### src/rtl/uart_pkg.sv
`default_nettype none
// ============================================================================
// Module      : uart_pkg
// Description : Shared constants for the UART receive/transmit front ends:
//               FSM state encoding, oversampling constants, majority voter.
//               Optional macro UART_RX_PARITY_EN adds the PARITY state.
// Revision    : 1.0 - initial release
// ============================================================================
package uart_pkg;

    localparam int c_OVERSAMPLE  = 16;
    localparam int c_SAMPLE_MID  = 9;
    localparam int c_LAST_SAMPLE = 15;

`ifdef UART_RX_PARITY_EN
    localparam int c_STATE_W = 3;
`else
    localparam int c_STATE_W = 2;
`endif

    localparam logic [c_STATE_W-1:0] c_ST_IDLE  = c_STATE_W'(0);
    localparam logic [c_STATE_W-1:0] c_ST_START = c_STATE_W'(1);
    localparam logic [c_STATE_W-1:0] c_ST_DATA  = c_STATE_W'(2);
    localparam logic [c_STATE_W-1:0] c_ST_STOP  = c_STATE_W'(3);
`ifdef UART_RX_PARITY_EN
    localparam logic [c_STATE_W-1:0] c_ST_PARITY = c_STATE_W'(4);
`endif

    // Majority of three samples
    function automatic logic maj3(input logic [2:0] v);
        return (v[0] & v[1]) | (v[0] & v[2]) | (v[1] & v[2]);
    endfunction

endpackage
`default_nettype wire

### src/rtl/uart_baud_tick_gen.sv
`default_nettype none
// ============================================================================
// Module      : uart_baud_tick_gen
// Description : Oversample tick generator. Emits a one-cycle tick every
//               max(div,1) PCLK cycles; clr restarts the count so the tick
//               phase can be aligned to an external event.
// Revision    : 1.0 - initial release
// ============================================================================
module uart_baud_tick_gen #(
    parameter int DIV_WIDTH = 16
) (
    input  logic                 PCLK,
    input  logic                 PRESET,
    input  logic                 clr,
    input  logic [DIV_WIDTH-1:0] div,
    output logic                 tick
);

    logic [DIV_WIDTH-1:0] r_div_cnt;
    logic [DIV_WIDTH-1:0] w_div_max;

    // Terminal count; a divisor of zero behaves as one
    always_comb begin
        w_div_max = '0;
        if (div != '0) begin
            w_div_max = div - DIV_WIDTH'(1);
        end
    end

    // >= so a divisor lowered mid-count wraps at once instead of overrunning
    assign tick = (r_div_cnt >= w_div_max);

    // Divider counter, restarted by reset or clr
    always_ff @(posedge PCLK) begin
        if (PRESET || clr) begin
            r_div_cnt <= '0;
        end else if (tick) begin
            r_div_cnt <= '0;
        end else begin
            r_div_cnt <= r_div_cnt + DIV_WIDTH'(1);
        end
    end

endmodule
`default_nettype wire

### src/rtl/uart_rx_oversampler.sv
`default_nettype none
// ============================================================================
// Module      : uart_rx_oversampler
// Description : UART receive front end. 2-FF input synchronizer, falling-edge
//               start detection, 16x oversampling with a 3-sample mid-bit
//               majority vote, LSB-first deserialisation, framing check.
//               Macro UART_RX_PARITY_EN adds a parity bit (parity_odd,
//               rx_parity_err) between the data and stop bits.
// Revision    : 1.0 - initial release
// ============================================================================
module uart_rx_oversampler
    import uart_pkg::*;
#(
    parameter int DATA_BITS  = 8,
    parameter int DIV_WIDTH  = 16,
    parameter int OVERSAMPLE = c_OVERSAMPLE
) (
    input  logic                 PCLK,
    input  logic                 PRESET,
`ifdef UART_RX_PARITY_EN
    input  logic                 parity_odd,
    output logic                 rx_parity_err,
`endif
    input  logic                 rx_en,
    input  logic                 rx_rst,
    input  logic [DIV_WIDTH-1:0] baud_div,
    input  logic                 rx_serial,
    output logic [DATA_BITS-1:0] rx_data,
    output logic                 rx_done,
    output logic                 rx_busy,
    output logic                 rx_error
);

    localparam int                c_OS_W     = $clog2(OVERSAMPLE);
    localparam logic [c_OS_W-1:0] c_OS_FIRST = c_OS_W'(c_SAMPLE_MID - 2);
    localparam logic [c_OS_W-1:0] c_OS_MID   = c_OS_W'(c_SAMPLE_MID);
    localparam logic [c_OS_W-1:0] c_OS_LAST  = c_OS_W'(c_LAST_SAMPLE);
    localparam logic [3:0]        c_BIT_LAST = 4'(DATA_BITS - 1);
`ifdef UART_RX_PARITY_EN
    localparam logic [c_STATE_W-1:0] c_ST_AFTER_DATA = c_ST_PARITY;
`else
    localparam logic [c_STATE_W-1:0] c_ST_AFTER_DATA = c_ST_STOP;
`endif

    logic                 r_sync_0;
    logic                 r_rx_s;
    logic                 r_rx_s_d;
    logic [c_STATE_W-1:0] r_state;
    logic [c_STATE_W-1:0] w_state_nxt;
    logic [c_OS_W-1:0]    r_os_cnt;
    logic [3:0]           r_bit_cnt;
    logic [1:0]           r_vote;
    logic [DATA_BITS-1:0] r_shift;
    logic [DATA_BITS-1:0] r_data;
    logic                 r_done;
    logic                 r_error;
    logic                 w_tick;
    logic                 w_start_det;
    logic                 w_mid;
    logic                 w_last;
    logic                 w_window;
    logic                 w_bit;
`ifdef UART_RX_PARITY_EN
    logic                 r_parity_err;
`endif

    // Oversample tick source; restarted at the start edge for phase alignment
    uart_baud_tick_gen #(
        .DIV_WIDTH (DIV_WIDTH)
    ) u_tick_gen (
        .PCLK   (PCLK),
        .PRESET (PRESET),
        .clr    (rx_rst || w_start_det),
        .div    (baud_div),
        .tick   (w_tick)
    );

    // Two-flop synchronizer plus one delay stage for edge detection; idles high
    always_ff @(posedge PCLK) begin
        if (PRESET || rx_rst) begin
            r_sync_0 <= 1'b1;
            r_rx_s   <= 1'b1;
            r_rx_s_d <= 1'b1;
        end else begin
            r_sync_0 <= rx_serial;
            r_rx_s   <= r_sync_0;
            r_rx_s_d <= r_rx_s;
        end
    end

    // The vote register keeps samples 7 and 8; sample 9 is the live rx_s,
    // so the bit decision is ready on the mid-bit tick itself
    assign w_bit    = maj3({r_vote, r_rx_s});
    assign w_mid    = w_tick && (r_os_cnt == c_OS_MID);
    assign w_last   = w_tick && (r_os_cnt == c_OS_LAST);
    assign w_window = w_tick && (r_os_cnt >= c_OS_FIRST) && (r_os_cnt < c_OS_MID);

    // FSM state register
    always_ff @(posedge PCLK) begin
        if (PRESET || rx_rst) begin
            r_state <= c_ST_IDLE;
        end else begin
            r_state <= w_state_nxt;
        end
    end

    // FSM next state and start detection
    always_comb begin
        w_state_nxt = r_state;
        w_start_det = 1'b0;
        case (r_state)
            c_ST_IDLE: begin
                if (rx_en && r_rx_s_d && !r_rx_s) begin
                    w_start_det = 1'b1;
                    w_state_nxt = c_ST_START;
                end
            end
            c_ST_START: begin
                if (w_mid && w_bit) begin
                    w_state_nxt = c_ST_IDLE;
                end else if (w_last) begin
                    w_state_nxt = c_ST_DATA;
                end
            end
            c_ST_DATA: begin
                if (w_last && (r_bit_cnt == c_BIT_LAST)) begin
                    w_state_nxt = c_ST_AFTER_DATA;
                end
            end
`ifdef UART_RX_PARITY_EN
            c_ST_PARITY: begin
                if (w_last) begin
                    w_state_nxt = c_ST_STOP;
                end
            end
`endif
            c_ST_STOP: begin
                // Leaving at mid stop bit leaves half a bit of slack for the next start
                if (w_mid) begin
                    w_state_nxt = c_ST_IDLE;
                end
            end
            default: begin
                w_state_nxt = c_ST_IDLE;
            end
        endcase
        // Disabling the receiver aborts any frame in progress
        if (!rx_en) begin
            w_state_nxt = c_ST_IDLE;
        end
    end

    // Counters, vote window, shift register and status outputs
    always_ff @(posedge PCLK) begin
        if (PRESET || rx_rst) begin
            r_os_cnt     <= '0;
            r_bit_cnt    <= '0;
            r_vote       <= '0;
            r_shift      <= '0;
            r_data       <= '0;
            r_done       <= 1'b0;
            r_error      <= 1'b0;
`ifdef UART_RX_PARITY_EN
            r_parity_err <= 1'b0;
`endif
        end else begin
            r_done <= 1'b0;

            if (w_start_det) begin
                r_os_cnt     <= '0;
                r_bit_cnt    <= '0;
                r_error      <= 1'b0;
`ifdef UART_RX_PARITY_EN
                r_parity_err <= 1'b0;
`endif
            end else if (w_tick) begin
                r_os_cnt <= r_os_cnt + c_OS_W'(1);
            end

            if (w_window) begin
                r_vote <= {r_vote[0], r_rx_s};
            end

            // Gated by rx_en so an abort in the same cycle never completes a frame
            if (rx_en) begin
                if ((r_state == c_ST_DATA) && w_mid) begin
                    r_shift <= {w_bit, r_shift[DATA_BITS-1:1]};
                end
                if ((r_state == c_ST_DATA) && w_last && (r_bit_cnt != c_BIT_LAST)) begin
                    r_bit_cnt <= r_bit_cnt + 4'd1;
                end
`ifdef UART_RX_PARITY_EN
                if ((r_state == c_ST_PARITY) && w_mid) begin
                    if (w_bit != ((^r_shift) ^ parity_odd)) begin
                        r_parity_err <= 1'b1;
                    end
                end
`endif
                if ((r_state == c_ST_STOP) && w_mid) begin
                    if (w_bit) begin
                        r_data <= r_shift;
                        r_done <= 1'b1;
                    end else begin
                        r_error <= 1'b1;
                    end
                end
            end
        end
    end

    assign rx_data  = r_data;
    assign rx_done  = r_done;
    assign rx_busy  = (r_state != c_ST_IDLE);
    assign rx_error = r_error;
`ifdef UART_RX_PARITY_EN
    assign rx_parity_err = r_parity_err;
`endif

endmodule
`default_nettype wire
### config.mk
export PLATFORM = sky130hd
export DESIGN_NAME = uart_rx_oversampler
export DESIGN_NICKNAME = d
export VERILOG_FILES = /design/src/rtl/uart_pkg.sv /design/src/rtl/uart_baud_tick_gen.sv /design/src/rtl/uart_rx_oversampler.sv
export SDC_FILE = /design/constraint.sdc
export NUM_CORES = 1
export LEC_CHECK = 0
export ABC_AREA = 1
export CAP_MARGIN = 0
export CELL_PAD_IN_SITES_DETAIL_PLACEMENT = 0
export CELL_PAD_IN_SITES_GLOBAL_PLACEMENT = 1
export CORE_MARGIN = 3
export CORE_UTILIZATION = 37
export DETAILED_ROUTE_END_ITERATION = 16
export GPL_TIMING_DRIVEN = 1
export HOLD_SLACK_MARGIN = 0.15
export PLACE_DENSITY_LB_ADDON = 0.1
export SLEW_MARGIN = 20
export SYNTH_ARGS = -nofsm -noshare
export SYNTH_HDL_FRONTEND = slang
export SYNTH_SLANG_ARGS = --single-unit
### constraint.sdc
create_clock -name PCLK -period 3.7 [get_ports PCLK]
set_clock_uncertainty 0.15 [all_clocks]
set_input_delay 1.11 -clock PCLK [delete_from_list [all_inputs] [get_ports PCLK]]
set_output_delay 1.11 -clock PCLK [all_outputs]
set_load 0.01 [all_outputs]
======== Word level (Yosys, flattened, before mapping) ========
Cells that the tools add are included.
operators by class
  order comparisons ....................... 3
  equal/unequal tests ..................... 11
  mux-type cells .......................... 17
  bitwise logic cells ..................... 7
  reductions and logical operators ........ 26
  add/subtract/negate cells ............... 4
operators by type and width
  cell                                                    count
  adder 16 x 1 -> 16 bit (second input constant)          1
  >= comparator 16 bit                                    1
  2-to-1 mux 16 bit                                       1
  nonzero test 16 bit                                     1
  subtractor 16 x 1 -> 16 bit (second input constant)     1
  logical AND 1 bit                                       12
  2-to-1 mux 4 bit                                        3
  2-to-1 mux 2 bit                                        5
  adder 4 x 1 -> 4 bit (second input constant)            2
  equality test 4 bit (second input constant)             2
  one-hot mux 2 bit (4 select lines)                      1
  2-to-1 mux 1 bit                                        7
  inequality test 2 bit (second input constant)           3
  OR reduction 2 bit                                      3
  equality test 2 bit (second input constant)             2
  equality test 4 x 3 -> 1 bit (second input constant)    1
  >= comparator 4 x 3 -> 1 bit (second input constant)    1
  less-than comparator 4 bit (second input constant)      1
  inequality test 4 x 3 -> 1 bit (second input constant)  1
  AND reduction 4 bit                                     1
  AND 1 bit                                               3
  logical OR 1 bit                                        3
  inequality test 3 bit (second input constant)           1
  AND reduction 3 bit                                     1
  8 further kinds                                         10
storage, ports and cells
  word-level logic and storage cells ...... 80
  register bits after elaboration ......... 49
  input port bits ......................... 21

======== Depth between registers and ports, before layout ========
  depth in word-level cells ............... 8
  gate-level depth with buffers ........... 23
  mapped depth without buffers ............ 23

======== Modules after synthesis ========
A second synthesis with hierarchy kept.
second synthesis, totals
  cells, all modules ...................... 449
  area, all modules ....................... 3,219.3 sq um
by module, submodules not included
  module               instances  seq. area each (sq um)  area each (sq um)  cells an instance
  uart_baud_tick_gen   1          320.3                   1,788.0            268
  uart_rx_oversampler  1          660.6                   1,431.4            181

======== Worst setup path after synthesis ========
Ideal clock, no wire load.
  path kind ............................... in2reg
  start ................................... input baud_div[1]
  end ..................................... register u_tick_gen.r_div_cnt[11]
  path buffers ............................ 1
  setup slack ............................. 72 ps
  arrival time ............................ 3,408 ps
  stages on the path ...................... 18
  path through ............................ nor2_1 > nand2_1 > nor3_2 > nand2_1 > inv_1 > nand2_1 > nor3_1 > a21oi_1 > nand3b_1 > ha_1 > a21oi_1 > o21ai_0 > a21oi_1 > nand2_4 > inv_1 > nand2_2 > buf_2 > a21oi_1
between the ends
  word-level cells in the longest chain between the ends .. 4
RTL lines
  element                                                                    RTL line                                            source
  start: declaration                                                         uart_rx_oversampler.sv:26                           input logic [DIV_WIDTH-1:0] baud_div,
  subtractor 16 x 1 -> 16 bit / nonzero test 16 bit (equally long branches)  uart_baud_tick_gen.sv:26, uart_baud_tick_gen.sv:25
  2-to-1 mux 16 bit *                                                        uart_baud_tick_gen.sv:25                            if (div != '0) begin
  >= comparator 16 bit *                                                     uart_baud_tick_gen.sv:31                            assign tick = (r_div_cnt >= w_div_max);
  OR reduction 2 bit (no line) *                                             -
  end signal: assignment                                                     uart_baud_tick_gen.sv:40                            r_div_cnt <= r_div_cnt + DIV_WIDTH'(1);
  end: declaration                                                           uart_baud_tick_gen.sv:19                            logic [DIV_WIDTH-1:0] r_div_cnt;
Every way passes the cells marked *; elsewhere a longest branch is shown, timed or not.
A chain may end at the register's enable or synchronous reset.

======== Final worst setup path ========
  start ................................... input baud_div[3]
  end ..................................... register r_data[5], in the netlist rx_data[5]
between the ends
  word-level cells in the longest chain between the ends .. 6
RTL lines
  element                                                                    RTL line                                            source
  subtractor 16 x 1 -> 16 bit / nonzero test 16 bit (equally long branches)  uart_baud_tick_gen.sv:26, uart_baud_tick_gen.sv:25
  2-to-1 mux 16 bit *                                                        uart_baud_tick_gen.sv:25
  >= comparator 16 bit *                                                     uart_baud_tick_gen.sv:31
  logical AND 1 bit *                                                        uart_rx_oversampler.sv:94                           assign w_mid = w_tick && (r_os_cnt == c_OS_MID);
  logical AND 1 bit *                                                        uart_rx_oversampler.sv:199                          if ((r_state == c_ST_STOP) && w_mid) begin
  AND reduction 3 bit (no line) *                                            -
  end signal: assignment                                                     uart_rx_oversampler.sv:201                          r_data <= r_shift;
  end: declaration                                                           uart_rx_oversampler.sv:54                           logic [DATA_BITS-1:0] r_data;
Marks and branches as above.

==> results <==
==> per-layer routing <==
metal  share of wire [%]  wire length (µm)  vias to the layer above
li1                    -                 -                     1527
met5                   0                 0                        -
met2                  50              3510                       29
met1                  46              3202                     1302
met3                 2.6               180                        6
met4                 1.1                74                        0
==> cells by family after synthesis <==
| kind of cell | Yosys count | synth area share [%] |
|---|---|---|
| fa+ha+maj | 23 | 9.821 |
| flops | 49 | 33.48 |
| simple gates | 179 | 30.10 |
| xor+xnor | 14 | 4.185 |
| buf+inv | 65 | 8.881 |
| compound gates | 73 | 13.54 |
==> sequential cells by signal, indices dropped and copies added (netlist names), named ones only <==
register and count:
r_os_cnt 4, rx_done 1, rx_data 8, r_shift 8, u_tick_gen.r_div_cnt 16, r_bit_cnt 4, r_state 1, r_rx_s 1
rx_error 1, r_sync_0 1, r_vote 2, r_rx_s_d 1
==> cells in the mapped netlist <==
cell        n
inv_1      57
o2111ai_1   1
nor2_1     44
o21ai_1     5
nand2_2     4
nand3b_1    1
a31oi_1     1
nand4_1    11
nor2_2      1
buf_1       1
xor2_1     11
nor3b_1     4
nor4_1      3
nand2_4     2
nor3_4      1
buf_6       2
clkbuf_1    2
ha_1       23
nand3_1    24
nand2_1    61
a21oi_2     2
buf_2       1
a21oi_1    33
nor3_1      9
xnor2_1     3
a31o_2      1
dfxtp_1    49
nor3_2      4
o21ai_0    24
inv_2       2
nor2_4      2
nand4_4     1
or2_2       7
o31ai_1     1
o21a_1      2
a211oi_1    2
o21bai_1    1
==> worst register-to-register path, delay by kind of cell (launching register included) <==
family / cells / cell delay (ns)
simple gates: 6 / 1.08
flops: 1 / 0.41
fa+ha+maj: 1 / 0.23
compound gates: 2 / 0.22
==> power groups by stage <==
stage                     Combinational, µW  Clock (µW)  Sequential [µW]
after floorplan                        49.2           0              542
after CTS                               124         356              531
after global routing                    148         374              531
after global placement                  112           0              543
after detailed placement                112           0              543
final                                   133         340              530
==> how the worst max path moves through the flow <==
stage | cells past startpoint | endpoint | from | slack, ns
after floorplan | 18 | u_tick_gen.r_div_cnt[11]$_SDFF_PP0_ | baud_div[1] | 0.07
after global placement | 21 | r_state[0]$_SDFFE_PP0P_ | baud_div[1] | -0.63
after detailed placement | 19 | u_tick_gen.r_div_cnt[2]$_SDFF_PP0_ | baud_div[1] | -0.68
after CTS | 21 | rx_data[7]$_SDFFE_PP0P_ | baud_div[1] | -0.001
after global routing | 20 | rx_data[3]$_SDFFE_PP0P_ | baud_div[2] | -0.10
final | 19 | rx_data[5]$_SDFFE_PP0P_ | baud_div[3] | 0.07
==> area by class of cell <==
cell class | count | area [µm²]
Fill cell | 720 | 3192
Tap cell | 99 | 123.9
Sequential cell | 49 | 980.9
Clock buffer | 5 | 68.82
Multi-Input combinational cell | 290 | 1986
Clock inverter | 3 | 28.78
Inverter | 59 | 229.0
Timing Repair Buffer | 95 | 838.3
==> repair_timing <==
item	4_1_cts	5_1_grt
setup endpoints to repair	46	42
buffers inserted	12	7
gates resized for setup	52	72
pin swaps	13	34
gates cloned	1	1
==> stage by stage <==
stage,setup TNS (ns),hold WS (ns),power [µW],worst slack [ns],std cells
2_1_floorplan,0,0.2425,591.5,0.07190,403
3_3_place_gp,-25.76,0.2552,654.2,-0.6293,571
3_5_place_dp,-27.49,0.2551,654.8,-0.6784,571
4_1_cts,-0.001005,0.2888,1010,-0.001005,592
5_1_grt,-1.317,0.3027,1054,-0.1032,600
6_report,0,0.2834,1004,0.06720,600
==> results.toml <==
[synthesis]
synth_area_leaders = "dfxtp_1 33%, ha_1 9.8%, nand2_1 7.8%"
syn_avg_cell_area_um2 = 7.271
yosysWarnings = 0
ys_ff_latch = 49
synth_top_area_cell = "dfxtp_1"
synth_nets = 447
ys_types = 37
synth_area_um2 = 2930
yosysSeqAreaShare_pct = 33.48
netlist_instances = 403
synth_top_area_share_pct = 33.48

[worst_hold_path]
min_path_type = "reg2reg"
min_from = "r_sync_0$_SDFF_PP1_"
holdPathStages = 1
worstHoldEndpoint = "r_rx_s$_SDFF_PP1_"

[cells_and_area]
stdcell_area_um2 = 4255
final_cell_mix = "53 x inv_1, 52 x nand2_1, 51 x buf_4"
nNetsFinal = 544
antenna_cells = 0
post-route-util_pct = 57.14
drive_gt1_share_pct = 31.94
layout-area-overhead-vs-synth_pct = 45.22
final_common_cell = "inv_1"

[critical_path]
crit_path_max_incr_delay_ns = 0.29
worstReg2RegEnd = "u_tick_gen.r_div_cnt[14]$_SDFF_PP0_"
cp_slowest_cell = "ha_4"
timing.rr.start = "u_tick_gen.r_div_cnt[0]$_SDFF_PP0_"
r2r_setup_slack_ns = 1.53
cp_cell_sequence = "dlygate4sd2_1 > buf_4 > nor2_2 > nand2_2 > buf_4 > inv_1 > nand2_1 > xor2_1 > nand2_1 > ha_4 > nand2_4 > nor3_4 > nand2_4 > nand2_8 > nand4_4 > nor2_4 > buf_12 > o21ai_0 > a21oi_1"
endpoint_kind = "register"
crit_path_start_kind = "input pin"
worstPathMaxFanout = 7
crit_buf_inv = 5
cp_top_family = "simple AND/OR/NAND/NOR gates"
r2r_cells = 9
worstSetupPathType = "in2reg"
worstPathRequired_ns = 3.80
arrival_ns = 3.73

[global_route]
grt_start_max_net_pins = 19
grt_use_met1_pct = 19.30
grt_pass1_wl_um = 11510
antenna_found_initial = 0
overflow = 0
grt_pass1_vias = 2642
gr-usage-met3_pct = 2.231
top_usage_layer = "met2"
grt_use_met2_pct = 28.89
grt_usage_pct = 15.85

[clocking]
clkSinkCount = 49
hold_buffers = 0
htree_levels = 2
cts_tree = "yes"
clk_pin_slew_ns = 0.10
cts_buffers = 5
cts_buffer_depth = 2
cts_root_buf = "clkbuf_8"
clock_latency_ns = 0.31

[detailed_routing]
routedWlPerCell_um = 11.61
dr.pass1.iters = 4
drtIter0Drc = 82
drt-total-wl_um = 6968
postRouteAntennaNets = 0
remaining_drc_errors = 0
vias = 2864
vias_per_cell = 4.773

[timing]
period_minus_slack_ns = 3.633
slew_viol_final = 0
slew_headroom_pct = 39.56
finalSetupViolations = 0
fmax_mhz = 275.3
max_slew.worst_pin.slew_ns = 0.9033
finalHoldViolCount = 0
min_period_over_period_pct = 98.18
grt_setup_unrepaired = "yes"

[placement]
hpwlAfterDp_um = 5068
io_buffers = 31
dpl_cell_area_um2 = 3694
routabilityCongestion = 0.7974

[power_and_ir_drop]
powerDensity_nw_per_um2 = 235.9
vdd_drop_max_mv = 0.1672
internal_power_uw = 737.7
sw_frac_of_total_pct = 26.50
power_frac_comb_pct = 13.2
sequentialPowerShare_pct = 52.8
power_frac_clock_pct = 33.9
switching_power_uw = 265.9
p_leak_uw = 0.001853

[floorplanning]
row_count = 31
die-width_um = 95.00
ios = 32
core_area_um2 = 7447
dieArea_um2 = 9024
dieHeight_um = 95.00
initial_utilization_pct = 39.35

[status]
status = "complete, no violations"

[flow_run]
maxCapViolCount = 0
No activity file was read; power rests on OpenSTA's default activity.
